$ cat src/rtl/apb_slave_mem.sv
// APB slave with a word-addressed register file: programmable wait states,
// byte-lane writes, a read-only low region, PSLVERR and abort accounting.
module apb_slave_mem #(
   parameter int PADDR_SIZE = 32,
   parameter int PDATA_SIZE = 32,
   parameter int DEPTH      = 16,
   parameter int RO_WORDS   = 2,
   parameter int WAIT_W     = 4
) (
   input  logic                    PCLK,
   input  logic                    PRESET,
   input  logic                    PSEL,
   input  logic                    PENABLE,
   input  logic [2:0]              PPROT,
   input  logic                    PWRITE,
   input  logic [PDATA_SIZE/8-1:0] PSTRB,
   input  logic [PADDR_SIZE-1:0]   PADDR,
   input  logic [PDATA_SIZE-1:0]   PWDATA,
   output logic [PDATA_SIZE-1:0]   PRDATA,
   output logic                    PREADY,
   output logic                    PSLVERR,
   input  logic [WAIT_W-1:0]       wait_cfg,
   output logic [15:0]             err_count
);

   localparam int NB       = PDATA_SIZE / 8;
   localparam int ADDR_LSB = $clog2(NB);
   localparam int IW       = (DEPTH > 1) ? $clog2(DEPTH) : 1;

   typedef enum logic [1:0] {S_IDLE = 2'd0, S_WAIT = 2'd1, S_RESP = 2'd2} state_t;

   state_t                  r_state, w_state_nxt;
   logic                    r_ready, w_ready_nxt;
   logic                    r_slverr, w_slverr_nxt;
   logic [15:0]             r_err_count;
   logic [WAIT_W-1:0]       r_cnt;
   logic                    r_write;
   logic                    r_err;
   logic [IW-1:0]           r_idx;
   logic [PDATA_SIZE-1:0]   r_wdata;
   logic [NB-1:0]           r_strb;
   logic [PDATA_SIZE-1:0]   r_mem [DEPTH];

   logic [PADDR_SIZE-1:0]   w_idx_full;
   logic                    w_err;
   logic                    w_capture;
   logic                    w_cnt_dec;
   logic                    w_mem_we;
   logic                    w_err_inc;
   logic                    w_unused;

   function automatic logic [15:0] sat_inc(input logic [15:0] v);
      return (v == 16'hFFFF) ? v : v + 16'd1;
   endfunction

   // Protection type is accepted on the bus but plays no part in decode.
   assign w_unused   = ^PPROT;

   assign w_idx_full = PADDR >> ADDR_LSB;
   assign w_err      = (w_idx_full >= PADDR_SIZE'(DEPTH)) |
                       (PWRITE & (w_idx_full < PADDR_SIZE'(RO_WORDS)));

   always_comb begin
      w_state_nxt  = r_state;
      w_ready_nxt  = r_ready;
      w_slverr_nxt = r_slverr;
      w_capture    = 1'b0;
      w_cnt_dec    = 1'b0;
      w_mem_we     = 1'b0;
      w_err_inc    = 1'b0;
      case (r_state)
         S_IDLE: begin
            if (PSEL && !PENABLE) begin
               w_capture = 1'b1;
               if (wait_cfg == '0) begin
                  w_ready_nxt  = 1'b1;
                  w_slverr_nxt = w_err;
                  w_state_nxt  = S_RESP;
               end else begin
                  w_state_nxt  = S_WAIT;
               end
            end else if (PSEL && PENABLE) begin
               w_err_inc = 1'b1;
            end
         end
         S_WAIT: begin
            if (!PSEL) begin
               w_err_inc   = 1'b1;
               w_state_nxt = S_IDLE;
            end else if (PENABLE) begin
               if (r_cnt == WAIT_W'(1)) begin
                  w_ready_nxt  = 1'b1;
                  w_slverr_nxt = r_err;
                  w_state_nxt  = S_RESP;
               end else begin
                  w_cnt_dec = 1'b1;
               end
            end
         end
         S_RESP: begin
            // Abort and completion both leave the bus idle with outputs cleared.
            if (!PSEL) begin
               w_err_inc    = 1'b1;
               w_ready_nxt  = 1'b0;
               w_slverr_nxt = 1'b0;
               w_state_nxt  = S_IDLE;
            end else if (PENABLE && r_ready) begin
               w_mem_we     = r_write & ~r_err;
               w_err_inc    = r_err;
               w_ready_nxt  = 1'b0;
               w_slverr_nxt = 1'b0;
               w_state_nxt  = S_IDLE;
            end
         end
         default: begin
            w_ready_nxt  = 1'b0;
            w_slverr_nxt = 1'b0;
            w_state_nxt  = S_IDLE;
         end
      endcase
   end

   always_ff @(posedge PCLK or posedge PRESET) begin
      if (PRESET) begin
         r_state     <= S_IDLE;
         r_ready     <= 1'b0;
         r_slverr    <= 1'b0;
         r_err_count <= '0;
         r_cnt       <= '0;
         r_write     <= 1'b0;
         r_err       <= 1'b0;
      end else begin
         r_state  <= w_state_nxt;
         r_ready  <= w_ready_nxt;
         r_slverr <= w_slverr_nxt;
         if (w_err_inc) r_err_count <= sat_inc(r_err_count);
         if (w_capture) begin
            r_cnt   <= wait_cfg;
            r_write <= PWRITE;
            r_err   <= w_err;
         end else if (w_cnt_dec) begin
            r_cnt <= r_cnt - WAIT_W'(1);
         end
      end
   end

   // Transfer payload is captured once in the setup phase and never reset.
   always_ff @(posedge PCLK) begin
      if (w_capture) begin
         r_idx   <= w_idx_full[IW-1:0];
         r_wdata <= PWDATA;
         r_strb  <= PSTRB;
      end
   end

   always_ff @(posedge PCLK or posedge PRESET) begin
      if (PRESET) begin
         for (int i = 0; i < DEPTH; i++) r_mem[i] <= '0;
      end else if (w_mem_we) begin
         for (int b = 0; b < NB; b++) begin
            if (r_strb[b]) r_mem[r_idx][b*8 +: 8] <= r_wdata[b*8 +: 8];
         end
      end
   end

   assign PRDATA    = (r_state == S_RESP && !r_write && !r_err) ? r_mem[r_idx] : '0;
   assign PREADY    = r_ready;
   assign PSLVERR   = r_slverr;
   assign err_count = r_err_count;

endmodule

$ cat config.mk
export PLATFORM = sky130hd
export DESIGN_NAME = apb_slave_mem
export DESIGN_NICKNAME = d
export VERILOG_FILES = /design/src/rtl/apb_slave_mem.sv
export SDC_FILE = /design/constraint.sdc
export NUM_CORES = 1
export LEC_CHECK = 0
export ABC_AREA = 0
export ABC_CLOCK_PERIOD_IN_PS = 40400
export CORE_ASPECT_RATIO = 0.5
export CORE_MARGIN = 2
export CORE_UTILIZATION = 61
export DETAILED_ROUTE_END_ITERATION = 10
export MAX_ROUTING_LAYER = met4
export PLACE_DENSITY_LB_ADDON = 0.15
export SLEW_MARGIN = 15
export SYNTH_ARGS = -nofsm -noshare
export SYNTH_HDL_FRONTEND = slang
export SYNTH_SLANG_ARGS = --single-unit
$ cat constraint.sdc
create_clock -name PCLK -period 40.4 [get_ports PCLK]
set_input_delay 4.04 -clock PCLK [delete_from_list [all_inputs] [get_ports PCLK]]
set_output_delay 4.04 -clock PCLK [all_outputs]
set_load 0.005 [all_outputs]
==> flow_summary.json <==
{
  "status": "finished clean",
  "drtPass1Iterations": 5,
  "synth_cells": 1637,
  "cts_buffers": 49,
  "seq_area_frac_synth_pct": 56.0,
  "fin_ws_ns": 32.44,
  "finalNetCount": 1818,
  "maxSlewViolCount": 0,
  "clk_path_buf_depth": 3,
  "setup_violations": 0,
  "start_util_pct": 62.1,
  "layout_commonest_cell": "dfrtp_1",
  "clk_pin_slew_ns": 0.07,
  "pin_count": 130,
  "skew_ns": 0.0121,
  "vias_per_cell": 6.28,
  "synth-seq-cells": 578,
  "crit_type": "flip-flop to output port",
  "yosys.cell_types.count": 48,
  "required_ns": 36.36,
  "wl_met2_mm": 28.3,
  "totalWireLength_mm": 57.8,
  "worstSkewPairLatency_ns": 0.57,
  "antenna_left": 0,
  "die_w_um": 297,
  "diodes": 0,
  "fp-row-count": 53,
  "pwr_density_cell_nw_per_um2": 38.8,
  "cts_root_buffer": "clkbuf_16",
  "grt_max_degree": 136,
  "synth_area_um2": 26200,
  "drc_errors": 0,
  "cts_setup_buffers": 0,
  "crit_path_end_kind": "output port",
  "dp_slack_ns": 32.67,
  "overflow": 0,
  "routed.top_layer": "met4",
  "syn_to_final_growth_pct": 12.7,
  "cts_hold_buf": 0,
  "p_leak_nw": 13.8,
  "min_period_over_period_pct": 19.7,
  "fin_tns_setup_ns": 0,
  "grt_pass1_wl_mm": 91.3,
  "routedWlPerCell_um": 24.6,
  "vdd_drop_max_v": 0.0000308,
  "critPathLaunchType": "flip-flop",
  "cts_tree": "built",
  "ctsResizeCount": 0,
  "htree_levels": 2,
  "worstPathMaxFanout": 92,
  "synth_fp_nets": 1720,
  "synthTopCellsByArea": "dfrtp_1 51%, mux2_2 22%, mux4_2 11%",
  "antenna_found_initial": 0,
  "core-area_um2": 42200,
  "relSlewSlack_pct": 19.3,
  "layout_min_cycle_time_ns": 7.96,
  "met3_length_mm": 3.01,
  "place_area_um2": 27900,
  "yosys_warnings": 0,
  "first_iter_violations": 1135,
  "final_area_um2": 29500,
  "nFillCells": 2791,
  "cts_sinks": 578,
  "hold_viol_final": 0,
  "hold_path.class": "flip-flop to flip-flop",
  "vias": 14800,
  "final_cell_mix": "538 x dfrtp_1, 511 x mux2_2, 128 x mux4_2",
  "cap_violations": 0,
  "die_h_um": 151,
  "die-area_um2": 44700,
  "cp.arrival_ns": 3.92,
  "gp_congestion": 0.795,
  "rsz0062_at_grt": "false",
  "grt_pass1_vias": 15900,
  "yosysTopAreaCell": "dfrtp_1",
  "yosys.area.top_type_share_pct": 51.4,
  "drive_gt1_share_pct": 45.3,
  "wl_met1_mm": 25.1,
  "grt_usage_pct": 27.5,
  "syn_area_per_cell_um2": 16.0,
  "tightest_slew_ns": 1.21,
  "fmax_ghz": 0.126,
  "dp_hpwl_mm": 36.1,
  "port_buffers": 124
}
-- worst paths after layout --
path / startpoint / to / slack, ns / cells past startpoint
min in group asynchronous: PRESET / r_mem[359]$_DFFE_PP0P_ / 4.02 / 2
max in group asynchronous: PRESET / r_mem[342]$_DFFE_PP0P_ / 33.39 / 5
max reg2reg: r_idx[0]$_DFFE_PP_ / r_mem[386]$_DFFE_PP0P_ / 36.55 / 6
min: r_mem[211]$_DFFE_PP0P_ / r_mem[211]$_DFFE_PP0P_ / 0.49 / 1
max: r_idx[0]$_DFFE_PP_ / PRDATA[2] / 32.44 / 6
min reg2reg: r_mem[211]$_DFFE_PP0P_ / r_mem[211]$_DFFE_PP0P_ / 0.49 / 1
-- stage by stage --
stage                     power, W  cells  hold slack, ns  util, %
final                      0.00114   2348           0.488     70.0
after global routing       0.00119   2348           0.516     70.0
after CTS                  0.00115   2348           0.491     70.0
after detailed placement  0.000682   2261           0.476     66.2
after global placement    0.000678   2261           0.463     66.2
after floorplan           0.000652   1637           0.452        -
-- metal layers --
metal | up-vias | track usage, %
met1 | 7934 | 37.9
met4 | 0 | 7.55
li1 | 6320 | -
met3 | 115 | 4.21
met5 | - | -
met2 | 387 | 43.6
-- flip-flops by register name, summed over array words and instances (netlist names) --
name and count:
r_err 1, r_strb 4, r_idx 4, r_wdata 32
PREADY 1, PSLVERR 1, r_mem 512, r_cnt 4
r_state 2, r_write 1, err_count 16
-- layout make-up --
cell class / count / area [um^2] / area share (%)
clock inverters: 18 / 171 / 0.580
inverters: 7 / 33.8 / 0.114
flip-flops and latches: 578 / 14700 / 49.7
multi-input cells: 957 / 11100 / 37.6
well taps: 577 / 722 / 2.44
repair buffers: 142 / 1400 / 4.75
clock buffers: 69 / 1420 / 4.81
-- power breakdown --
part	switching (W)	internal, W	leakage (nW)
registers	0.0000145	0.000593	7.86
clock network	0.000210	0.000264	0.787
logic	0.0000340	0.0000283	5.14
total	0.000259	0.000885	13.8
-- synth_stat cells (all sizes together) --
| library cell | instances |
|---|---|
| dfrtp | 538 |
| mux2 | 516 |
| mux4 | 128 |
| nor2 | 66 |
| clkbuf | 64 |
| mux2i | 64 |
| nand2 | 47 |
| edfxtp | 40 |
| o22ai | 32 |
| buf | 31 |
| nand3 | 15 |
| xnor2 | 15 |
| nand4 | 10 |
| nor3 | 8 |
| and3 | 7 |
| inv | 7 |
| nor4 | 7 |
| or3 | 6 |
| o21ai | 5 |
| a21oi | 4 |
| and4 | 3 |
| ha | 3 |
| nand2b | 3 |
| a211oi | 2 |
| nor2b | 2 |
| nor3b | 2 |
| or2 | 2 |
| a211o | 1 |
| a21o | 1 |
| a31oi | 1 |
| nand3b | 1 |
| o211ai | 1 |
| o21a | 1 |
| o22a | 1 |
| o32a | 1 |
| or3b | 1 |
| xor2 | 1 |
-- logic make-up (layout without fill, tap and decap cells) --
group / Yosys count / in the layout / synth area share (%)
flops: 578 / 578 / 56.0
simple gates: 180 / 180 / 4.89
xor+xnor: 16 / 16 / 0.535
fa+ha+maj: 3 / 3 / 0.143
compound gates: 50 / 50 / 1.21
mux: 708 / 708 / 35.6
buf+inv: 102 / 236 / 1.62
-- worst max-delay path: stages, from the launching register on --
cell             delay [ns]
edfxtp_1               0.38
buf_12                 0.60
buf_4                  0.81
mux4_2                 0.62
mux2i_1                0.24
o22ai_1                0.16
clkdlybuf4s50_1        0.52
No activity file was read; power rests on OpenSTA's default activity.
